$ cat config.mk
export PLATFORM = sky130hd
export DESIGN_NAME = main_fsm_flat
export DESIGN_NICKNAME = d
export VERILOG_FILES = /design/src/rtl/main_fsm_if.sv /design/src/rtl/main_fsm.sv /design/src/flat_wrapper.sv
export SDC_FILE = /design/constraint.sdc
export NUM_CORES = 1
export LEC_CHECK = 0
export CORE_MARGIN = 5
export CORE_UTILIZATION = 35
export CTS_CLUSTER_SIZE = 28
export DETAILED_ROUTE_END_ITERATION = 10
export PLACE_DENSITY = 0.76
export RECOVER_POWER = 100
export SYNTH_ARGS = -nofsm -noshare
export SYNTH_HDL_FRONTEND = slang
export SYNTH_SLANG_ARGS = --single-unit
$ cat constraint.sdc
create_clock -name clk -period 1.3 [get_ports clk]
set_input_delay 0.195 -clock clk [delete_from_list [all_inputs] [get_ports clk]]
set_output_delay 0.195 -clock clk [all_outputs]
set_load 0.05 [all_outputs]
$ cat src/rtl/main_fsm_if.sv
// main_fsm_if -- control bundle between the multicycle control FSM and its datapath.
//   op, Zero                      : datapath -> FSM (opcode field, ALU zero flag)
//   ALUOp, ALUSrcA, ALUSrcB,
//   ResultSrc, AdrSrc             : FSM -> datapath mux/ALU selects
//   IRWrite, RegWrite, MemWrite,
//   PCWrite                       : FSM -> datapath write enables
//   Illegal                       : FSM -> one-cycle unsupported-opcode flag
//   State                         : FSM -> current state code (debug)
// modport master is the FSM side, modport slave is the datapath side.
interface main_fsm_if;
    logic [6:0] op;
    logic       Zero;
    logic [1:0] ALUOp;
    logic [1:0] ALUSrcA;
    logic [1:0] ALUSrcB;
    logic [1:0] ResultSrc;
    logic       AdrSrc;
    logic       IRWrite;
    logic       RegWrite;
    logic       MemWrite;
    logic       PCWrite;
    logic       Illegal;
    logic [3:0] State;

    modport master (
        input  op, Zero,
        output ALUOp, ALUSrcA, ALUSrcB, ResultSrc, AdrSrc,
               IRWrite, RegWrite, MemWrite, PCWrite, Illegal, State
    );

    modport slave (
        output op, Zero,
        input  ALUOp, ALUSrcA, ALUSrcB, ResultSrc, AdrSrc,
               IRWrite, RegWrite, MemWrite, PCWrite, Illegal, State
    );
endinterface

$ cat src/rtl/main_fsm.sv
// main_fsm -- multicycle RISC-V control state machine.
//   clk   : rising-edge clock
//   reset : asynchronous active-high reset, forces FETCH immediately
//   bus   : main_fsm_if.master (op/Zero in, datapath controls and State out)
// All controls are Moore functions of the state, except PCWrite (which folds
// in Zero combinationally for branches) and Illegal (which looks at op in DECODE).
module main_fsm (
    input  logic          clk,
    input  logic          reset,
    main_fsm_if.master    bus
);
    typedef enum logic [3:0] {
        FETCH    = 4'd0,
        DECODE   = 4'd1,
        MEMADR   = 4'd2,
        MEMREAD  = 4'd3,
        MEMWB    = 4'd4,
        MEMWRITE = 4'd5,
        EXECR    = 4'd6,
        EXECI    = 4'd7,
        ALUWB    = 4'd8,
        BEQ      = 4'd9,
        JAL      = 4'd10
    } state_t;

    localparam logic [6:0] OP_LW   = 7'b0000011;
    localparam logic [6:0] OP_SW   = 7'b0100011;
    localparam logic [6:0] OP_R    = 7'b0110011;
    localparam logic [6:0] OP_I    = 7'b0010011;
    localparam logic [6:0] OP_JAL  = 7'b1101111;
    localparam logic [6:0] OP_BEQ  = 7'b1100011;

    state_t state_q;
    state_t state_d;
    logic   illegal_op;

    always_ff @(posedge clk or posedge reset) begin
        if (reset) begin
            state_q <= FETCH;
        end else begin
            state_q <= state_d;
        end
    end

    // Next-state logic. Unused codes 11-15 fall into the default and recover to FETCH.
    always_comb begin
        state_d    = FETCH;
        illegal_op = 1'b0;
        case (state_q)
            FETCH:    state_d = DECODE;
            DECODE: begin
                case (bus.op)
                    OP_LW, OP_SW: state_d = MEMADR;
                    OP_R:         state_d = EXECR;
                    OP_I:         state_d = EXECI;
                    OP_JAL:       state_d = JAL;
                    OP_BEQ:       state_d = BEQ;
                    default: begin
                        state_d    = FETCH;
                        illegal_op = 1'b1;
                    end
                endcase
            end
            MEMADR:   state_d = (bus.op == OP_LW) ? MEMREAD : MEMWRITE;
            MEMREAD:  state_d = MEMWB;
            MEMWB:    state_d = FETCH;
            MEMWRITE: state_d = FETCH;
            EXECR:    state_d = ALUWB;
            EXECI:    state_d = ALUWB;
            JAL:      state_d = ALUWB;
            ALUWB:    state_d = FETCH;
            BEQ:      state_d = FETCH;
            default:  state_d = FETCH;
        endcase
    end

    // Output decode. Because state_q is forced to FETCH asynchronously, the
    // outputs take FETCH values as soon as reset rises.
    logic [1:0] alu_op;
    logic [1:0] alu_src_a;
    logic [1:0] alu_src_b;
    logic [1:0] result_src;
    logic       adr_src;
    logic       ir_write;
    logic       reg_write;
    logic       mem_write;
    logic       pc_update;
    logic       branch;

    always_comb begin
        alu_op     = 2'b00;
        alu_src_a  = 2'b00;
        alu_src_b  = 2'b00;
        result_src = 2'b00;
        adr_src    = 1'b0;
        ir_write   = 1'b0;
        reg_write  = 1'b0;
        mem_write  = 1'b0;
        pc_update  = 1'b0;
        branch     = 1'b0;
        case (state_q)
            FETCH: begin
                ir_write   = 1'b1;
                alu_src_b  = 2'b10;
                result_src = 2'b10;
                pc_update  = 1'b1;
            end
            DECODE: begin
                alu_src_a = 2'b01;
                alu_src_b = 2'b01;
            end
            MEMADR: begin
                alu_src_a = 2'b10;
                alu_src_b = 2'b01;
            end
            MEMREAD:  adr_src = 1'b1;
            MEMWB: begin
                result_src = 2'b01;
                reg_write  = 1'b1;
            end
            MEMWRITE: begin
                adr_src   = 1'b1;
                mem_write = 1'b1;
            end
            EXECR: begin
                alu_src_a = 2'b10;
                alu_op    = 2'b10;
            end
            EXECI: begin
                alu_src_a = 2'b10;
                alu_src_b = 2'b01;
                alu_op    = 2'b10;
            end
            ALUWB:    reg_write = 1'b1;
            BEQ: begin
                alu_src_a = 2'b10;
                alu_op    = 2'b01;
                branch    = 1'b1;
            end
            JAL: begin
                alu_src_a = 2'b01;
                alu_src_b = 2'b10;
                pc_update = 1'b1;
            end
            default: ;
        endcase
    end

    assign bus.ALUOp     = alu_op;
    assign bus.ALUSrcA   = alu_src_a;
    assign bus.ALUSrcB   = alu_src_b;
    assign bus.ResultSrc = result_src;
    assign bus.AdrSrc    = adr_src;
    assign bus.IRWrite   = ir_write;
    assign bus.RegWrite  = reg_write;
    assign bus.MemWrite  = mem_write;
    // Zero feeds PCWrite without a register so a taken branch updates PC this cycle.
    assign bus.PCWrite   = pc_update | (branch & bus.Zero);
    assign bus.Illegal   = illegal_op;
    assign bus.State     = state_q;
endmodule

$ cat src/flat_wrapper.sv
// flat-port wrapper written by rule: the top's interface ports become plain ports
module main_fsm_flat 
  (clk, reset, bus_op, bus_Zero, bus_ALUOp, bus_ALUSrcA, bus_ALUSrcB, bus_ResultSrc, bus_AdrSrc, bus_IRWrite, bus_RegWrite, bus_MemWrite, bus_PCWrite, bus_Illegal, bus_State);
  main_fsm_if bus_i ();
  input  logic clk;
  input  logic reset;
  input wire logic [$bits(bus_i.op)-1:0] bus_op;
  input wire logic [$bits(bus_i.Zero)-1:0] bus_Zero;
  output wire logic [$bits(bus_i.ALUOp)-1:0] bus_ALUOp;
  output wire logic [$bits(bus_i.ALUSrcA)-1:0] bus_ALUSrcA;
  output wire logic [$bits(bus_i.ALUSrcB)-1:0] bus_ALUSrcB;
  output wire logic [$bits(bus_i.ResultSrc)-1:0] bus_ResultSrc;
  output wire logic [$bits(bus_i.AdrSrc)-1:0] bus_AdrSrc;
  output wire logic [$bits(bus_i.IRWrite)-1:0] bus_IRWrite;
  output wire logic [$bits(bus_i.RegWrite)-1:0] bus_RegWrite;
  output wire logic [$bits(bus_i.MemWrite)-1:0] bus_MemWrite;
  output wire logic [$bits(bus_i.PCWrite)-1:0] bus_PCWrite;
  output wire logic [$bits(bus_i.Illegal)-1:0] bus_Illegal;
  output wire logic [$bits(bus_i.State)-1:0] bus_State;
  assign bus_i.op = bus_op;
  assign bus_i.Zero = bus_Zero;
  assign bus_ALUOp = bus_i.ALUOp;
  assign bus_ALUSrcA = bus_i.ALUSrcA;
  assign bus_ALUSrcB = bus_i.ALUSrcB;
  assign bus_ResultSrc = bus_i.ResultSrc;
  assign bus_AdrSrc = bus_i.AdrSrc;
  assign bus_IRWrite = bus_i.IRWrite;
  assign bus_RegWrite = bus_i.RegWrite;
  assign bus_MemWrite = bus_i.MemWrite;
  assign bus_PCWrite = bus_i.PCWrite;
  assign bus_Illegal = bus_i.Illegal;
  assign bus_State = bus_i.State;
  main_fsm u_core (.clk(clk), .reset(reset), .bus(bus_i));
endmodule
==> results.md, run 1 <==
* Status: did not finish
* Stopping stage: detailed placement
* Stop Error: [ERROR DPL-0033] detailed placement checks failed during check placement.
* Io pins at 28
* Seq/Total Area, Yosys at 0.217
* Yosys reg bits at 4
* Mapped Cells at 57
* Die Width at 46.3 um
* Die H at 46.3 um
* Post-synth net total at 67
* Num rows at 13
* Initial core utilization at 0.364
* Netlist cell types at 35
* Avg Cell Area, Syn at 8.10 sq um
* Dpl hpwl at 2390 um
* Cell Area, Synth at 462 sq um
* GPL Wtd Cong at 0.851
* IO Port Bufs at 27
* Syn. warnings at 0
## per-stage QoR
stage	hold WS, ns	cell area, sq um
after floorplan	-0.0389	589
after global placement	0.382	1250
## cells by family after synthesis
logic type      share of synthesized area
compound gates                      0.209
buf+inv                            0.0975
simple gates                        0.401
flops                               0.217
xor+xnor                           0.0759
## synth_stat cells
| cell type | count | share of area |
|---|---|---|
| nand2_1 | 2 | 0.016 |
| o211ai_1 | 1 | 0.016 |
| and3b_2 | 1 | 0.022 |
| a2111oi_2 | 1 | 0.033 |
| a31o_2 | 1 | 0.019 |
| and3b_1 | 1 | 0.019 |
| buf_2 | 3 | 0.033 |
| nor3_2 | 1 | 0.022 |
| a21o_1 | 1 | 0.016 |
| and3_1 | 2 | 0.027 |
| and4_2 | 2 | 0.043 |
| nand4_1 | 1 | 0.014 |
| nor3b_1 | 2 | 0.033 |
| a21boi_0 | 1 | 0.016 |
| xor2_1 | 2 | 0.038 |
| nand2b_1 | 3 | 0.041 |
| buf_4 | 2 | 0.033 |
| a211oi_1 | 1 | 0.016 |
| a21oi_1 | 3 | 0.033 |
| o21ai_1 | 1 | 0.011 |
| nor2b_1 | 1 | 0.014 |
| and4bb_2 | 1 | 0.027 |
| xnor2_1 | 2 | 0.038 |
| inv_1 | 4 | 0.033 |
| o2bb2ai_1 | 1 | 0.019 |
| nor3_1 | 2 | 0.022 |
| nor4_1 | 1 | 0.014 |
| a31oi_1 | 1 | 0.014 |
| o21a_1 | 1 | 0.016 |
| nand3_1 | 1 | 0.011 |
| or3_1 | 1 | 0.014 |
| dfrtp_1 | 4 | 0.22 |
| nor2_1 | 3 | 0.024 |
| nand2_2 | 1 | 0.014 |
| nor4_2 | 1 | 0.027 |
==> inputs of run 2 (changes only) <==
--- a/config.mk
+++ b/config.mk
@@ -5,11 +5,10 @@
 export SDC_FILE = /design/constraint.sdc
 export NUM_CORES = 1
 export LEC_CHECK = 0
-export CORE_MARGIN = 5
-export CORE_UTILIZATION = 35
-export CTS_CLUSTER_SIZE = 28
+export CORE_AREA = 5 5 66 68
 export DETAILED_ROUTE_END_ITERATION = 10
-export PLACE_DENSITY = 0.76
+export DIE_AREA = 0 0 71 73
+export PLACE_DENSITY_LB_ADDON = 0.15
 export RECOVER_POWER = 100
 export SYNTH_ARGS = -nofsm -noshare
 export SYNTH_HDL_FRONTEND = slang
==> run 2 against run 1 <==
The flow now finishes, with violations (negative setup slack). Synthesized area is the same. Synthesized cell count stayed put.
==> results.md, run 2 <==
* Yosys reg bits at 4
* Peak supply drop at 0.433 mV
* P&R area growth vs syn at 221%
* CTS tree: built
* EDFF count, synth at 0
* Avg Cell Area, Syn at 8.10 sq um
* Worst path bufs/invs at 2
* Kind of cell adding the most delay to the critical path: flip-flops
* Io pins at 28
* ANT nets after route at 0
* CTS Root Cell: clkbuf_8
* Crit path capture type: primary output
* PwrDens at 1690 nW/um^2
* Highest clock rate at 622 MHz
* Wire per inst at 10.8 um
* Multi-input logic area at 469 sq um
* Status: complete, but fails checks
* DRT Pass-1 Iters at 3
* DR vias at 667
* H-tree levels at 1
* Core area at 3800 sq um
* GRT Total Usage at 0.0772
* Worst Setup Slack, final at -0.309 ns
* Largest cells by area after synthesis: dfrtp_1 (22%), and4_2 (4.3%), nand2b_1 (4.1%)
* Die H at 73 um
* Via/cell ratio at 3.92
* Post-synth net total at 67
* Clock Pin Slew Worst Setup and Hold Paths at 0.03 ns
* Startpoint types: flip-flop
* Worst path slowest cell: dfrtp_2
* First-pass GRT wire length at 3240 um
* Mapped Cells at 57
* Num rows at 23
* Post-layout nets at 132
* Crit-path cells: buf_4 > nand2b_1 > a211oi_2 > buf_12
* Worst Path Max Fanout at 5
* Max FFs per register at 4
* Finished Cell Area at 1480 sq um
* Most common cell after layout, fill and taps aside: buf_4
* Latest clock arrival within the worst-skew pair at 0.22 ns
* CTS buffer count at 3
* Worst slew margin at 0.803
* Least-Margin Pin Slew at 0.294 ns
* Top post-synthesis cells by count: dfrtp_1 (4), inv_1 (4)
* Cell Area, Synth at 462 sq um
* Largest area contributor in the netlist: dfrtp_1
* Power Total at 2.50 mW
* Initial antenna violation count at 0
* Fill cells at 386
* Worst min path class: in2async
* CP Class: reg2out
* Top-area cell type share of the netlist area at 0.217
* Leakage power figure at 0.641 nW
* Worst EP arrival at 1.41 ns
* Clock Path Buffers at 2
* Largest net degree at the start of global routing at 9
* N_diodes at 0
* Die Width at 71 um
* Syn. warnings at 0
* Most frequent cells in the layout: buf_4 (25), buf_12 (19), buf_6 (12)
* IO Port Bufs at 27
* Final setup viols at 14
* Vias in the first global route at 730
* Netlist cell types at 35
* Register area at 105 sq um
* Final wirelength at 1830 um
* Minimum clock period at 1.61 ns
* Post-CTS Hold Buffers at 0
* Initial core utilization at 0.122
* Top_reg_cell synth: dfrtp_1
* Aggregate global routing overflow at 0
* Full die area at 5180 sq um
* Max-Cap Viols at 0
* Dpl hpwl at 1550 um
* Placed cell areas at 1280 sq um
* Min Hold Slack at 0.295 ns
* Pre-CTS setup slack at -0.333 ns
* Period utilization at 1.24
* Initial drt markers at 4
* Layout Skew at 0.00493 ns
* Worst EP required at 1.11 ns
* Async set-reset flop share out of synthesis at 1.00
* GPL Wtd Cong at 0.737
* Failing checks: negative setup slack
* CP max stage delay at 0.42 ns
* Final hold vios at 0
* RSZ-0062 raised after global routing: yes
* Fraction of final layout cells sized beyond drive strength 1 at 0.758
* Seq/Total Area, Yosys at 0.217
* Final Max Slew Viols at 0
* DRC at 0
* CTS sink count at 4
-- run 2: worst reg2reg max path: cells and delay by family, from the launching register on --
family          cells  cell delay, ns
compound gates      2            0.37
simple gates        1            0.14
flops               1            0.46
buf+inv             1            0.15
-- run 2: area by class of cell --
type                            count  share of cell area
Timing Repair Buffer               65               0.532
Inverter                            4              0.0101
Sequential cell                     4              0.0709
Multi-Input combinational cell     44               0.317
Tap cell                           50              0.0422
Clock buffer                        3              0.0279
-- run 2: routing by layer --
| layer | global-route usage | routed length (um) | vias up |
|---|---|---|---|
| li1 | - | - | 338 |
| met1 | 0.0826 | 729 | 303 |
| met2 | 0.145 | 969 | 24 |
| met3 | 0.0138 | 105 | 2 |
| met4 | 0.0376 | 24 | 0 |
| met5 | 0 | 0 | - |
-- run 2: per-stage QoR --
stage          setup TNS, ns   util  std cells
3_5_place_dp           -2.19  0.338        159
2_1_floorplan          -4.64      -         57
5_1_grt                -4.50  0.390        170
4_1_cts                -3.98  0.377        169
3_3_place_gp           -2.07  0.338        159
6_report               -3.53  0.390        170
-- run 2: report_power, final --
group	total [mW]	switching [mW]	internal [mW]
sequential	0.195	0.0470	0.148
combinational	2.04	0.965	1.08
clock	0.265	0.0673	0.198
total	2.50	1.08	1.42
-- run 2: path summary, 6_finish.rpt --
| path | slack, ns | from | endpoint | cells past startpoint |
|---|---|---|---|---|
| worst min register to register | 0.72 | u_core.bus.State[1]$_DFF_PP0_ | u_core.bus.State[3]$_DFF_PP0_ | 3 |
| min in group clk | 0.51 | bus_op[5] | u_core.bus.State[1]$_DFF_PP0_ | 5 |
| worst max-delay path | -0.31 | u_core.bus.State[2]$_DFF_PP0_ | bus_RegWrite | 4 |
| worst min-delay path | 0.29 | reset | u_core.bus.State[0]$_DFF_PP0_ | 2 |
| max in group asynchronous | 0.84 | reset | u_core.bus.State[3]$_DFF_PP0_ | 2 |
| worst max register to register | 0.05 | u_core.bus.State[0]$_DFF_PP0_ | u_core.bus.State[1]$_DFF_PP0_ | 4 |
-- run 2: repair_timing --
action	4_1_cts	5_1_grt
pin swaps	9	13
endpoints found under the hold margin	0	0
buffers inserted	7	2
resized for setup	20	12
endpoints found under the setup margin	16	18
-- run 2: cells by family after synthesis --
family	share of synthesized area
simple gates	0.401
compound gates	0.209
buf+inv	0.0975
xor+xnor	0.0759
flops	0.217
Power figures use the tool's default switching activity.
==> RTL change (settings of run 2) <==
Make the reset (`reset`) synchronous in one clocked block. Comments in the files are not updated.
--- a/src/rtl/main_fsm.sv
+++ b/src/rtl/main_fsm.sv
@@ -35,5 +35,5 @@
     logic   illegal_op;
 
-    always_ff @(posedge clk or posedge reset) begin
+    always_ff @(posedge clk) begin
         if (reset) begin
             state_q <= FETCH;
Function: differs if reset is asserted again (counterexample within 4 cycles, from zero or initial values and one cycle with reset high); with reset held inactive, the same outputs for 10 cycles.
==> RTL change against run 2 <==
  * The flow still finishes with violations (negative setup slack)
  * Fmax is 4.5% higher
  * Worst setup slack better by 70 ps
  * Area after synthesis is 10% higher
  * Via count is 12% higher
  * Final cell count is 7.6% higher
  * Sequential cell count stayed put
  * Die area stayed put
  * Routed wire length is 22% higher
  * Sequential share of layout area is 1.3 points lower
  * Final area is 8.4% higher
  * Critical path type unchanged
  * Critical endpoint is now bus_PCWrite
Power is left out: it rests on default switching activity, and per cell area and clock period it moved more than threefold.
==> RTL change: results <==
export IMPL_status="finished, violations left"
export IMPL_violations="negative setup slack"
export IMPL_synth_ff_type="dfxtp_1"
export IMPL_synth_yosys_seq_area_share_pct=15.72
export IMPL_grt_total_usage_pct=9.140
export IMPL_wirelength_um=2225
export IMPL_hold_path_class="in -> reg"
export IMPL_r2r_end="u_core.bus.State[1]"
export IMPL_cp_endpoint="bus_PCWrite"
export IMPL_crit_path_start="u_core.bus.State[1]"
export IMPL_yosys_top_cells_area="dfxtp_1 16%, nor2_1 8.1%, a21oi_2 5.2%"
export IMPL_grt_start_max_net_pins=10
export IMPL_fillers=395
export IMPL_cp_max_fo=3
export IMPL_drive_gt1_share_pct=74.44
export IMPL_place_ws_ps=-391.5
export IMPL_syn_nets=83
export IMPL_setup_viol=15
export IMPL_arrival_ps=1340
export IMPL_grt_pass1_wl_um=3795
export IMPL_rr_startpoint="u_core.bus.State[3]"
export IMPL_routabilityCongestion=0.7864
export IMPL_rr_worst_depth=5
export IMPL_setup_ws_ps=-238.9
export IMPL_routed_via_density=4.077
export IMPL_first_iter_violations=18
export IMPL_tightestPinTransition_ps=272.4
export IMPL_final_nets=145
export IMPL_drt_wirelength_per_cell_um=12.16
export IMPL_placed_cells=165
export IMPL_skew_ps=1.787
[RTL change: changes by cell type after synthesis, sizes merged, moves of 4 or more]
cell and change:
a21oi +4, dfrtp -4, dfxtp +4, nor2 +8, o21ai +5
[RTL change: worst max-delay path: stages, from the launching register on]
cell	delay (ps)
dfxtp_4	350
inv_2	40
or3_4	410
a21oi_4	180
buf_12	150
[RTL change: how the worst min path moves through the flow]
stage | slack [ps] | from | to
5_1_grt | 450 | bus_op[1] | u_core.bus.State[1]
6_report | 430 | bus_op[1] | u_core.bus.State[1]
3_3_place_gp | 710 | u_core.bus.State[2] | bus_State[2]
2_1_floorplan | 260 | reset | u_core.bus.State[3]
4_1_cts | 510 | bus_op[4] | u_core.bus.State[2]
3_5_place_dp | 700 | u_core.bus.State[2] | bus_State[2]
[RTL change: cell type report]
cell class	instances	share of cell area, %
Timing Repair Buffer	62	50.58
Multi-Input combinational cell	61	36.48
Sequential cell	4	5.768
Tap cell	50	3.897
Clock buffer	3	2.572
Inverter	3	0.7015
[RTL change: per-stage QoR]
step,TNS [ps],cell area (um2),util (%),hold slack [ps]
floorplan,-2166,640.6,-,257.7
global placement,-1359,1270,33.43,706.1
detailed placement,-1398,1270,33.43,702.8
CTS,-1878,1483,39.03,510.0
global route,-2884,1605,42.26,445.4
finish,-2104,1605,42.26,428.4
[RTL change: routing by layer]
layer,track usage [%],vias to the layer above,part of all wire (%)
met2,16.07,21,51
li1,-,381,-
met5,0,-,0
met1,10.78,342,44
met4,1.879,0,0.45
met3,3.168,2,5.1
[RTL change: repair_timing]
| item | CTS | global route |
|---|---|---|
| pin swaps | 11 | 19 |
| hold buffers | 0 | 0 |
| gates resized for setup | 35 | 29 |
| endpoints found under the setup margin | 15 | 18 |
| setup buffers | 10 | 8 |
[RTL change: cells by family after synthesis]
logic type                after synthesis  synth area share, %
AOI/OAI and AO/OA                      18                22.85
xor gates and xnor gates                3                5.161
buffers and inverters                   8                8.599
DFF                                     4                15.73
and+or+nand+nor                        40                47.67
